--- src/rtl/mod10_ctrl_pkg.sv ---
// Shared types and constants for the mod-10 count controller.
// Holds the controller FSM state encoding and the mod-10 step helper.
package mod10_ctrl_pkg;

  localparam int                 DIGIT_W   = 4;
  localparam logic [DIGIT_W-1:0] DIGIT_MAX = 4'd9;

  typedef enum logic [1:0] {
    ST_IDLE = 2'd0,
    ST_RUN  = 2'd1,
    ST_DONE = 2'd2
  } ctrl_state_e;

  function automatic logic [DIGIT_W-1:0] digit_step(input logic [DIGIT_W-1:0] d,
                                                    input logic               up);
    if (up) return (d == DIGIT_MAX) ? '0 : d + 1'b1;
    else    return (d == '0) ? DIGIT_MAX : d - 1'b1;
  endfunction

endpackage

--- src/rtl/mod10_digit.sv ---
// Mod-10 digit register with synchronous clear, load and single-step control.
// wrap is registered so it rises together with the wrapped digit value.
module mod10_digit
  import mod10_ctrl_pkg::*;
(
  input  logic               clk,
  input  logic               rst,
  input  logic               load_en,
  input  logic [DIGIT_W-1:0] load_val,
  input  logic               step_en,
  input  logic               step_up,
  output logic [DIGIT_W-1:0] digit,
  output logic               wrap
);

  logic [DIGIT_W-1:0] digit_d, digit_q;
  logic               wrap_d, wrap_q;

  // NOTE: every combinational output gets a default first, so no path leaves it unassigned (no latch).
  always_comb begin
    digit_d = digit_q;
    wrap_d  = 1'b0;
    if (load_en) begin
      digit_d = load_val;
    end else if (step_en) begin
      digit_d = digit_step(digit_q, step_up);
      wrap_d  = step_up ? (digit_q == DIGIT_MAX) : (digit_q == '0);
    end
  end

  // NOTE: state registers use non-blocking assignments so all flops update from pre-edge values.
  always_ff @(posedge clk) begin
    if (rst) begin
      digit_q <= '0;
      wrap_q  <= 1'b0;
    end else begin
      digit_q <= digit_d;
      wrap_q  <= wrap_d;
    end
  end

  assign digit = digit_q;
  assign wrap  = wrap_q;

endmodule

--- src/rtl/mod10_count_ctrl.sv ---
// Command-driven mod-10 counter: load a digit or run N up/down steps, then pulse done.
// Define COUNT_CTRL_PAUSE_EN to add a pause input that stalls stepping while in RUN.
module mod10_count_ctrl
  import mod10_ctrl_pkg::*;
#(
  parameter int STEP_W = 4
) (
  input  logic               clk,
  input  logic               rst,
`ifdef COUNT_CTRL_PAUSE_EN
  input  logic               pause,
`endif
  input  logic               cmd_valid,
  output logic               cmd_ready,
  input  logic               cmd_load,
  input  logic               cmd_dir,
  input  logic [STEP_W-1:0]  cmd_steps,
  input  logic [DIGIT_W-1:0] cmd_value,
  output logic [DIGIT_W-1:0] digit,
  output logic               busy,
  output logic               wrap,
  output logic               done,
  output logic               err
);

  ctrl_state_e       state_d, state_q;
  logic [STEP_W-1:0] remain_d, remain_q;
  logic              dir_d, dir_q;
  logic              err_d, err_q;
  logic              accept, stall, load_en, step_en;

`ifdef COUNT_CTRL_PAUSE_EN
  assign stall = pause;
`else
  assign stall = 1'b0;
`endif

  // Ready is masked by rst so nothing can be accepted on a reset edge.
  assign cmd_ready = (state_q == ST_IDLE) && !rst;
  assign accept    = cmd_valid && cmd_ready;

  always_comb begin
    state_d  = state_q;
    remain_d = remain_q;
    dir_d    = dir_q;
    err_d    = 1'b0;
    load_en  = 1'b0;
    step_en  = 1'b0;
    case (state_q)
      ST_IDLE: begin
        if (accept) begin
          if (cmd_load) begin
            state_d = ST_DONE;
            if (cmd_value <= DIGIT_MAX) load_en = 1'b1;
            else                        err_d   = 1'b1;
          end else if (cmd_steps == '0) begin
            state_d = ST_DONE;
          end else begin
            state_d  = ST_RUN;
            remain_d = cmd_steps;
            dir_d    = cmd_dir;
          end
        end
      end
      ST_RUN: begin
        if (!stall) begin
          step_en  = 1'b1;
          remain_d = remain_q - 1'b1;
          if (remain_q == STEP_W'(1)) state_d = ST_DONE;
        end
      end
      ST_DONE: state_d = ST_IDLE;
      default: state_d = ST_IDLE;
    endcase
  end

  always_ff @(posedge clk) begin
    if (rst) begin
      state_q  <= ST_IDLE;
      remain_q <= '0;
      dir_q    <= 1'b0;
      err_q    <= 1'b0;
    end else begin
      state_q  <= state_d;
      remain_q <= remain_d;
      dir_q    <= dir_d;
      err_q    <= err_d;
    end
  end

  mod10_digit u_digit (
    .clk      (clk),
    .rst      (rst),
    .load_en  (load_en),
    .load_val (cmd_value),
    .step_en  (step_en),
    .step_up  (dir_q),
    .digit    (digit),
    .wrap     (wrap)
  );

  assign busy = (state_q != ST_IDLE);
  assign done = (state_q == ST_DONE);
  assign err  = err_q;

endmodule

--- config.mk ---
export PLATFORM = sky130hd
export DESIGN_NAME = mod10_count_ctrl
export DESIGN_NICKNAME = d
export VERILOG_FILES = /design/src/rtl/mod10_ctrl_pkg.sv /design/src/rtl/mod10_digit.sv /design/src/rtl/mod10_count_ctrl.sv
export SDC_FILE = /design/constraint.sdc
export NUM_CORES = 1
export LEC_CHECK = 0
export BUFFER_PORTS_ARGS = -buffer_cell sky130_fd_sc_hd__clkbuf_2
export CAP_MARGIN = 20
export CORE_MARGIN = 2
export CORE_UTILIZATION = 50
export DETAILED_ROUTE_END_ITERATION = 10
export MAX_ROUTING_LAYER = met4
export PLACE_DENSITY = 0.82
export REMOVE_ABC_BUFFERS = 1
export SYNTH_ARGS = -nofsm -noshare
export SYNTH_HDL_FRONTEND = slang
export SYNTH_SLANG_ARGS = --single-unit
--- constraint.sdc ---
create_clock -name clk -period 2 [get_ports clk]
set_input_delay 0.5 -clock clk [delete_from_list [all_inputs] [get_ports clk]]
set_output_delay 0.5 -clock clk [all_outputs]
set_load 0.005 [all_outputs]
; ---- Yosys cells after proc, flatten, opt, wreduce, memory -nomap -nowiden
; Index checks and enable logic that the tools add are counted.
[op_classes]
n_addsub = 3
n_reduce_logical = 14
n_mux = 21
magnitude_cmp = 1
eq_ne = 8
bitwise_logic = 5
[ops]
columns = cell, count
row1 = $mux 4, 8
row2 = $logic_not 4->1, 2
row3 = $mux 2, 4
row4 = $ne 2x2->1 const B, 4
row5 = $pmux 4 s2, 1
row6 = $reduce_and 4->1, 2
row7 = $sub 4x1->4 const B, 2
row8 = $mux 1, 7
row9 = $reduce_bool 2->1, 3
row10 = $not 1->1, 5
row11 = $add 4x1->4 const B, 1
row12 = $eq 4x1->1 const B, 1
row13 = $eq 4x4->1 const B, 1
row14 = $le 4x4->1 const B, 1
row15 = $pmux 2 s2, 1
row16 = $reduce_or 4->1, 1
row17 = $reduce_or 3->1, 1
row18 = $eq 2x1->1 const B, 1
row19 = $eq 2x2->1 const B, 1
row20 = $logic_and 1x1->1, 2
row21 = $logic_not 2->1, 1
row22 = $reduce_and 2->1, 1
row23 = $logic_not 1->1, 1
[totals]
output_inout_bits = 9
register_bits = 13
wordCells = 58

; ---- Depth between registers and ports, before layout
; Gate-level depths: netlist of run 1.
[depth]
ltp_word = 6
mapped_depth = 5

; ---- Modules after synthesis
; A second synthesis of run 1 with hierarchy kept.
[unflattened]
hier_cells = 97
area_unflattened_um2 = 798.3
[by_module_without_submodules]
columns = mod, seq_area_each_um2, n_inst, cells_each, area_each_um2
row1 = mod10_count_ctrl, 160.2, 1, 53, 451.7
row2 = mod10_digit, 100.1, 1, 44, 346.6

; ---- Worst setup path after synthesis of run 1
; Ideal clock, no wire load.
[synth_timing]
path_kind = input port to flip-flop
start = input rst
end = register remain_q[3]
t_arrival_ns = 1.671
path_stages = 4
t_required_ns = 1.897
slack_ns = 0.226
setup_ns = 0.103
path_cell_list = or4b_4 > nor3_4 > nor3_2 > a2111oi_2
[synth_via]
elab_chain_cells = 5
[synth_lines]
columns = item, line_no
row1 = from (decl), mod10_count_ctrl.sv:9  ; input logic rst,
row2 = $logic_not 1->1, mod10_count_ctrl.sv:39  ; assign cmd_ready = (state_q == ST_IDLE) && !rst;
row3 = $logic_and 1x1->1, mod10_count_ctrl.sv:39
row4 = $logic_and 1x1->1, mod10_count_ctrl.sv:40  ; assign accept = cmd_valid && cmd_ready;
row5 = $ne 2x2->1 (no line), -
row6 = $reduce_and 4->1 (no line), -
row7 = to (signal assigned), mod10_count_ctrl.sv:85  ; remain_q <= remain_d;
row8 = to (decl), mod10_count_ctrl.sv:27  ; logic [STEP_W-1:0] remain_d, remain_q;
; Several ways; a longest one is shown, not always the timed one.
; A chain may end at the register's enable or synchronous reset.

; ---- Worst setup path after layout of run 1
[layout_timing]
start = register state_q[0]
end = register remain_q[2]
[layout_via]
elab_chain_cells = 5
[layout_lines]
columns = item, line_no
row1 = from (decl), mod10_count_ctrl.sv:26  ; ctrl_state_e state_d, state_q;
row2 = from (signal assigned), mod10_count_ctrl.sv:84  ; state_q <= state_d;
row3 = $logic_not 2->1, "mod10_count_ctrl.sv:39, mod10_count_ctrl.sv:49"
row4 = $logic_and 1x1->1, mod10_count_ctrl.sv:39
row5 = $logic_and 1x1->1, mod10_count_ctrl.sv:40
row6 = $ne 2x2->1 (no line), -
row7 = $reduce_and 4->1 (no line), -
; Several ways; a longest one is shown, not always the timed one.

==> metrics.yaml, run 1 <==
drtIter0Drc: 33
post_cts_hold_buffer_count: 0
dieArea_sq_um: 2000
post_cts_buffers: 0
startpoint_type: "flip-flop"
end_kind: "flip-flop"
hold_viol_final: 0
pin_count: 22
root_buffer: "clkbuf_4"
area_growth_pct: 18.3
synth_edf_count: 0
status: "finished clean"
syn_area_sq_um: 830
drtAntennaViolNets: 0
clock_sinks: 13
min_period_ps: 1780
arrival_ps: 1980
remaining_drc_errors: 0
fp-row-count: 14
maxSlewHeadroom: 0.606
tightest_slew_ps: 585
postSynthAreaPerCell_sq_um: 7.98
numPortBuffers: 21
coreArea_sq_um: 1520
finalCritPeriodShare: 0.891
die_h_um: 44.7
grt_usage: 0.233
cp.required_ps: 2200
synth_cell_types: 38
clk-insertion-delay-late_ps: 280
final.setup_skew_ps: 2.68
fillerInstances: 142
htree_levels: 1
async_reset_ff_frac: 0
routed_wl_um: 1970
ir_drop_mv: 0.495
maxCapViolations: 0
p_per_area_nw_per_um2: 602
antenna_cells: 0
clockBufferDepth: 2
clk_pin_slew_ps: 80
worstHoldPathType: "in2reg"
setup_violations: 0
dp_cells: 137
vias: 875
final_area_sq_um: 981
ys_ff_latch: 13
multi_input_area_sq_um: 528
whs_path_depth: 3
final_nets: 141
drive_gt1_frac: 0.288
ys_seq_area_frac: 0.314
ff2ff_path_depth: 5
dp_hpwl_um: 1450
path_max_fanout: 7
path_class: "reg2reg"
fmax_mhz: 561
die_w_um: 44.7
overflow: 0
initial_utilization: 0.544
grt_pass1_wl_um: 3370
avgViaCountPerCell: 6.21
seqCellArea_sq_um: 260
ctsResizeCount: 0
gp_routability_congestion: 0.854
leakage_nw: 0.402
grt_pass1_vias: 756
wl_per_cell_um: 13.9
cts_buffers: 3
grt_setup_unrepaired: "false"
cts_tree: "built"
instances_no_fill: 141
final-max-slew-violation-count: 0
synthCells: 104
placed_area_sq_um: 955
antenna_found_initial: 0
grt_max_degree: 16
yosysWarnings: 0
drt_pass1_iterations: 4
synthFlopType: "dfxtp_1"
setup_tns_ps: 0
## layout by cell type, fill, tap and decap left out, drive strengths merged, types with 2 or more instances in the layout
cell type,netlist,routed
a211oi,2,2
nor2b,2,2
o21ai,6,6
dfxtp,13,13
mux2i,4,4
a31oi,3,3
nand2,6,6
buf,0,4
nor3,7,7
inv,3,3
nand2b,3,3
nand3,4,4
ha,2,2
or3,2,2
nor2,8,8
clkbuf,8,25
a21oi,7,7
xnor2,2,2
nor4,4,4
## worst paths after layout
path                                    from          endpoint  slack (ps)
worst max-delay path              state_q[0]       remain_q[2]         220
worst min register to register   remain_q[3]       remain_q[3]         530
worst max register to register    state_q[0]       remain_q[2]         220
worst min-delay path            cmd_value[2]  u_digit.digit[2]         490
## cell type report
class / count / share of cell area
Tap cell: 16 / 0.0204
Sequential cell: 13 / 0.265
Inverter: 3 / 0.0115
Multi-Input combinational cell: 80 / 0.538
Clock buffer: 4 / 0.0268
Timing Repair Buffer: 25 / 0.138
## routing by layer
metal  up-vias  part of all wire  track usage
met5         -                 0            -
met4         0            0.0071       0.0545
met3         2             0.073       0.0480
met2        44              0.49        0.383
met1       404              0.43        0.292
li1        425                 -            -
## cells in the mapped netlist, types with 3 or more instances
cell      instances  area, sq um
a31oi_1           3         18.8
dfxtp_1          13          260
nor4_1            4         25.0
nand2_1           6         22.5
a21oi_1           7         35.0
nand3_1           4         20.0
clkbuf_1          8         30.0
o21ai_0           6         30.0
inv_1             3         11.3
nand2b_1          3         18.8
mux2i_1           4         40.0
nor2_1            8         30.0
nor3_1            5         25.0
## worst max-delay path, cell delays in order (launching register included)
cell and delay [ps]:
dfxtp_1 390, or4b_4 580, nor3_4 250, buf_4 190, a211oi_1 60, a211oi_1 230
## cells by family after synthesis
family | after synthesis | synth area share
buffers and inverters | 11 | 0.0498
AO/OA/AOI/OAI | 25 | 0.198
XOR/XNOR | 2 | 0.0211
multiplexers | 5 | 0.0618
AND/OR/NAND/NOR | 46 | 0.326
flip-flops | 13 | 0.314
adder cells (fa/ha/maj) | 2 | 0.0302
## registers in the layout, summed over array words and instances (netlist names)
register and cells:
remain_q 4, u_digit.digit 4, state_q 2, dir_q 1
err 1, u_digit.wrap 1
## report_power, final
group          switching (mW)  internal (mW)  total (mW)  leakage, nW
sequential             0.0264          0.274       0.300        0.106
clock                  0.0907         0.0775       0.168       0.0150
combinational          0.0599         0.0619       0.122        0.282
total                   0.177          0.413       0.590        0.402
## stage by stage
step	setup slack, ps	power [mW]	hold slack (ps)	util
floorplan	226	0.374	476	-
global placement	157	0.421	505	0.626
detailed placement	72.9	0.426	515	0.626
CTS	226	0.591	480	0.644
global route	133	0.629	494	0.644
finish	218	0.590	486	0.644
No activity file was read; power rests on OpenSTA's default activity.
==> run 2, diff against run 1 <==
--- a/config.mk
+++ b/config.mk
@@ -12,6 +12,7 @@
 export DETAILED_ROUTE_END_ITERATION = 10
 export MAX_ROUTING_LAYER = met4
 export PLACE_DENSITY = 0.82
+export RECOVER_POWER = 100
 export REMOVE_ABC_BUFFERS = 1
 export SYNTH_ARGS = -nofsm -noshare
 export SYNTH_HDL_FRONTEND = slang
==> run 2 against run 1 <==
Net effect: highest routed layer unchanged; via count shrank 1.9%; sequential cell count is the same; critical path type unchanged; critical endpoint unchanged; setup slack lost 8.6 ps; die area is the same.
==> metrics.yaml, run 2 (synthesis results as in run 1) <==
status: "finished clean"  # unchanged
clk-insertion-delay-late_ps: 280  # about the same
antenna_cells: 0  # unchanged
cts_tree: "built"  # unchanged
coreArea_sq_um: 1520  # unchanged
p_per_area_nw_per_um2: 607  # was 602 nW/um^2
leakage_nw: 0.387  # was 0.402 nW
area_growth_pct: 16.7  # was 18.3%
overflow: 0  # unchanged
clockBufferDepth: 2  # unchanged
startpoint_type: "flip-flop"  # unchanged
grt_setup_unrepaired: "false"  # unchanged
post_cts_hold_buffer_count: 0  # unchanged
final_util: 0.635  # was 0.644
remaining_drc_errors: 0  # unchanged
maxSlewHeadroom: 0.593  # was 0.606
grt_max_degree: 16  # unchanged
worstHoldPathType: "in2reg"  # unchanged
ctsResizeCount: 0  # unchanged
avgViaCountPerCell: 6.09  # was 6.21
hold_viol_final: 0  # unchanged
dp_hpwl_um: 1450  # unchanged
maxCapViolations: 0  # unchanged
vias: 858  # was 875
cp.required_ps: 2190  # was 2200 ps
drtAntennaViolNets: 0  # unchanged
dieArea_sq_um: 2000  # unchanged
grt_usage: 0.233  # unchanged
slowest_stage: "or4b_4"  # unchanged
grt_pass1_wl_um: 3370  # unchanged
htree_levels: 1  # unchanged
fmax_mhz: 558  # was 561 MHz
pin_count: 22  # unchanged
routed_wl_um: 2000  # was 1970 um
setup_violations: 0  # unchanged
layout_commonest_cell: "clkbuf_2"  # unchanged
min_period_ps: 1790  # was 1780 ps
path_class: "reg2reg"  # unchanged
antenna_found_initial: 0  # unchanged
finalCritPeriodShare: 0.896  # was 0.891
final_nets: 141  # unchanged
cp.buffers_inverters: 1  # unchanged
final.setup_skew_ps: 2.08  # was 2.68 ps
final-max-slew-violation-count: 0  # unchanged
numPortBuffers: 21  # unchanged
drt_pass1_iterations: 4  # unchanged
wl_per_cell_um: 14.2  # was 13.9 um
drtIter0Drc: 34  # was 33
worst_slack_ps: 209  # was 218 ps
path_cells: "or4b_4 -> nor3_4 -> buf_4 -> a211oi_1 -> a211oi_1"  # unchanged
clock_sinks: 13  # unchanged
cts_buffers: 3  # unchanged
critPathMaxStageDelay_ps: 600  # was 580 ps
grt_pass1_vias: 756  # unchanged
setup_tns_ps: 0  # unchanged
layout_common_cells: "clkbuf_2 (20), dfxtp_1 (13), nor2_1 (8), a21oi_1 (7)"  # was clkbuf_2 (21), dfxtp_1 (13), nor2_1 (8), a21oi_1 (7)
path_common_cell: "a211oi_1"  # unchanged
place_ws_ps: 72.9  # unchanged
tightest_slew_ps: 606  # was 585 ps
die_w_um: 44.7  # unchanged
root_buffer: "clkbuf_4"  # unchanged
die_h_um: 44.7  # unchanged
gp_routability_congestion: 0.854  # unchanged
drive_gt1_frac: 0.256  # was 0.288
end_kind: "flip-flop"  # unchanged
path_max_fanout: 7  # unchanged
post_cts_buffers: 0  # unchanged
initial_utilization: 0.544  # unchanged
arrival_ps: 1990  # was 1980 ps
timing.critical_path.max_delay_family: "simple AND/OR/NAND/NOR gates"  # unchanged
fp-row-count: 14  # unchanged
clk_pin_slew_ps: 80  # about the same
ir_drop_mv: 0.491  # was 0.495 mV
-- run 2: worst register-to-register path, stage by stage (launching register included) --
cell,delay [ps]
dfxtp_1,380
or4b_4,600
nor3_4,240
buf_4,190
a211oi_1,60
a211oi_1,240
-- run 2: path summary, 6_finish.rpt --
kind	startpoint	endpoint	slack, ps	cells after the start
worst max-delay path	state_q[1]	remain_q[2]	210	5
worst max register to register	state_q[1]	remain_q[2]	210	5
worst min-delay path	cmd_dir	dir_q	490	3
worst min register to register	remain_q[3]	remain_q[3]	540	1
-- run 2: stage by stage --
stage	hold WS [ps]	cells	cell area [sq um]	power [mW]
final	488	141	968	0.588
after global routing	499	141	968	0.626
after CTS	480	141	981	0.591
after detailed placement	515	137	955	0.426
after global placement	505	137	955	0.421
after floorplan	476	96	800	0.374
-- run 2: final cells by class --
type | count | area (sq um)
inverters | 3 | 11.3
flip-flops and latches | 13 | 260
well taps | 16 | 20.0
clock buffers | 4 | 26.3
fillers | 147 | 556
multi-input cells | 80 | 528
repair buffers | 25 | 123
-- run 2: layer usage --
metal | vias to the layer above | global-route usage | routed length (um)
met2 | 32 | 0.383 | 956
li1 | 422 | - | -
met5 | - | - | 0
met1 | 400 | 0.292 | 892
met3 | 4 | 0.0480 | 121
met4 | 0 | 0.0545 | 26
-- run 2: power by group --
part | switching, mW | internal [mW] | total (mW)
logic | 0.0601 | 0.0593 | 0.119
clock network | 0.0905 | 0.0775 | 0.168
registers | 0.0267 | 0.274 | 0.300
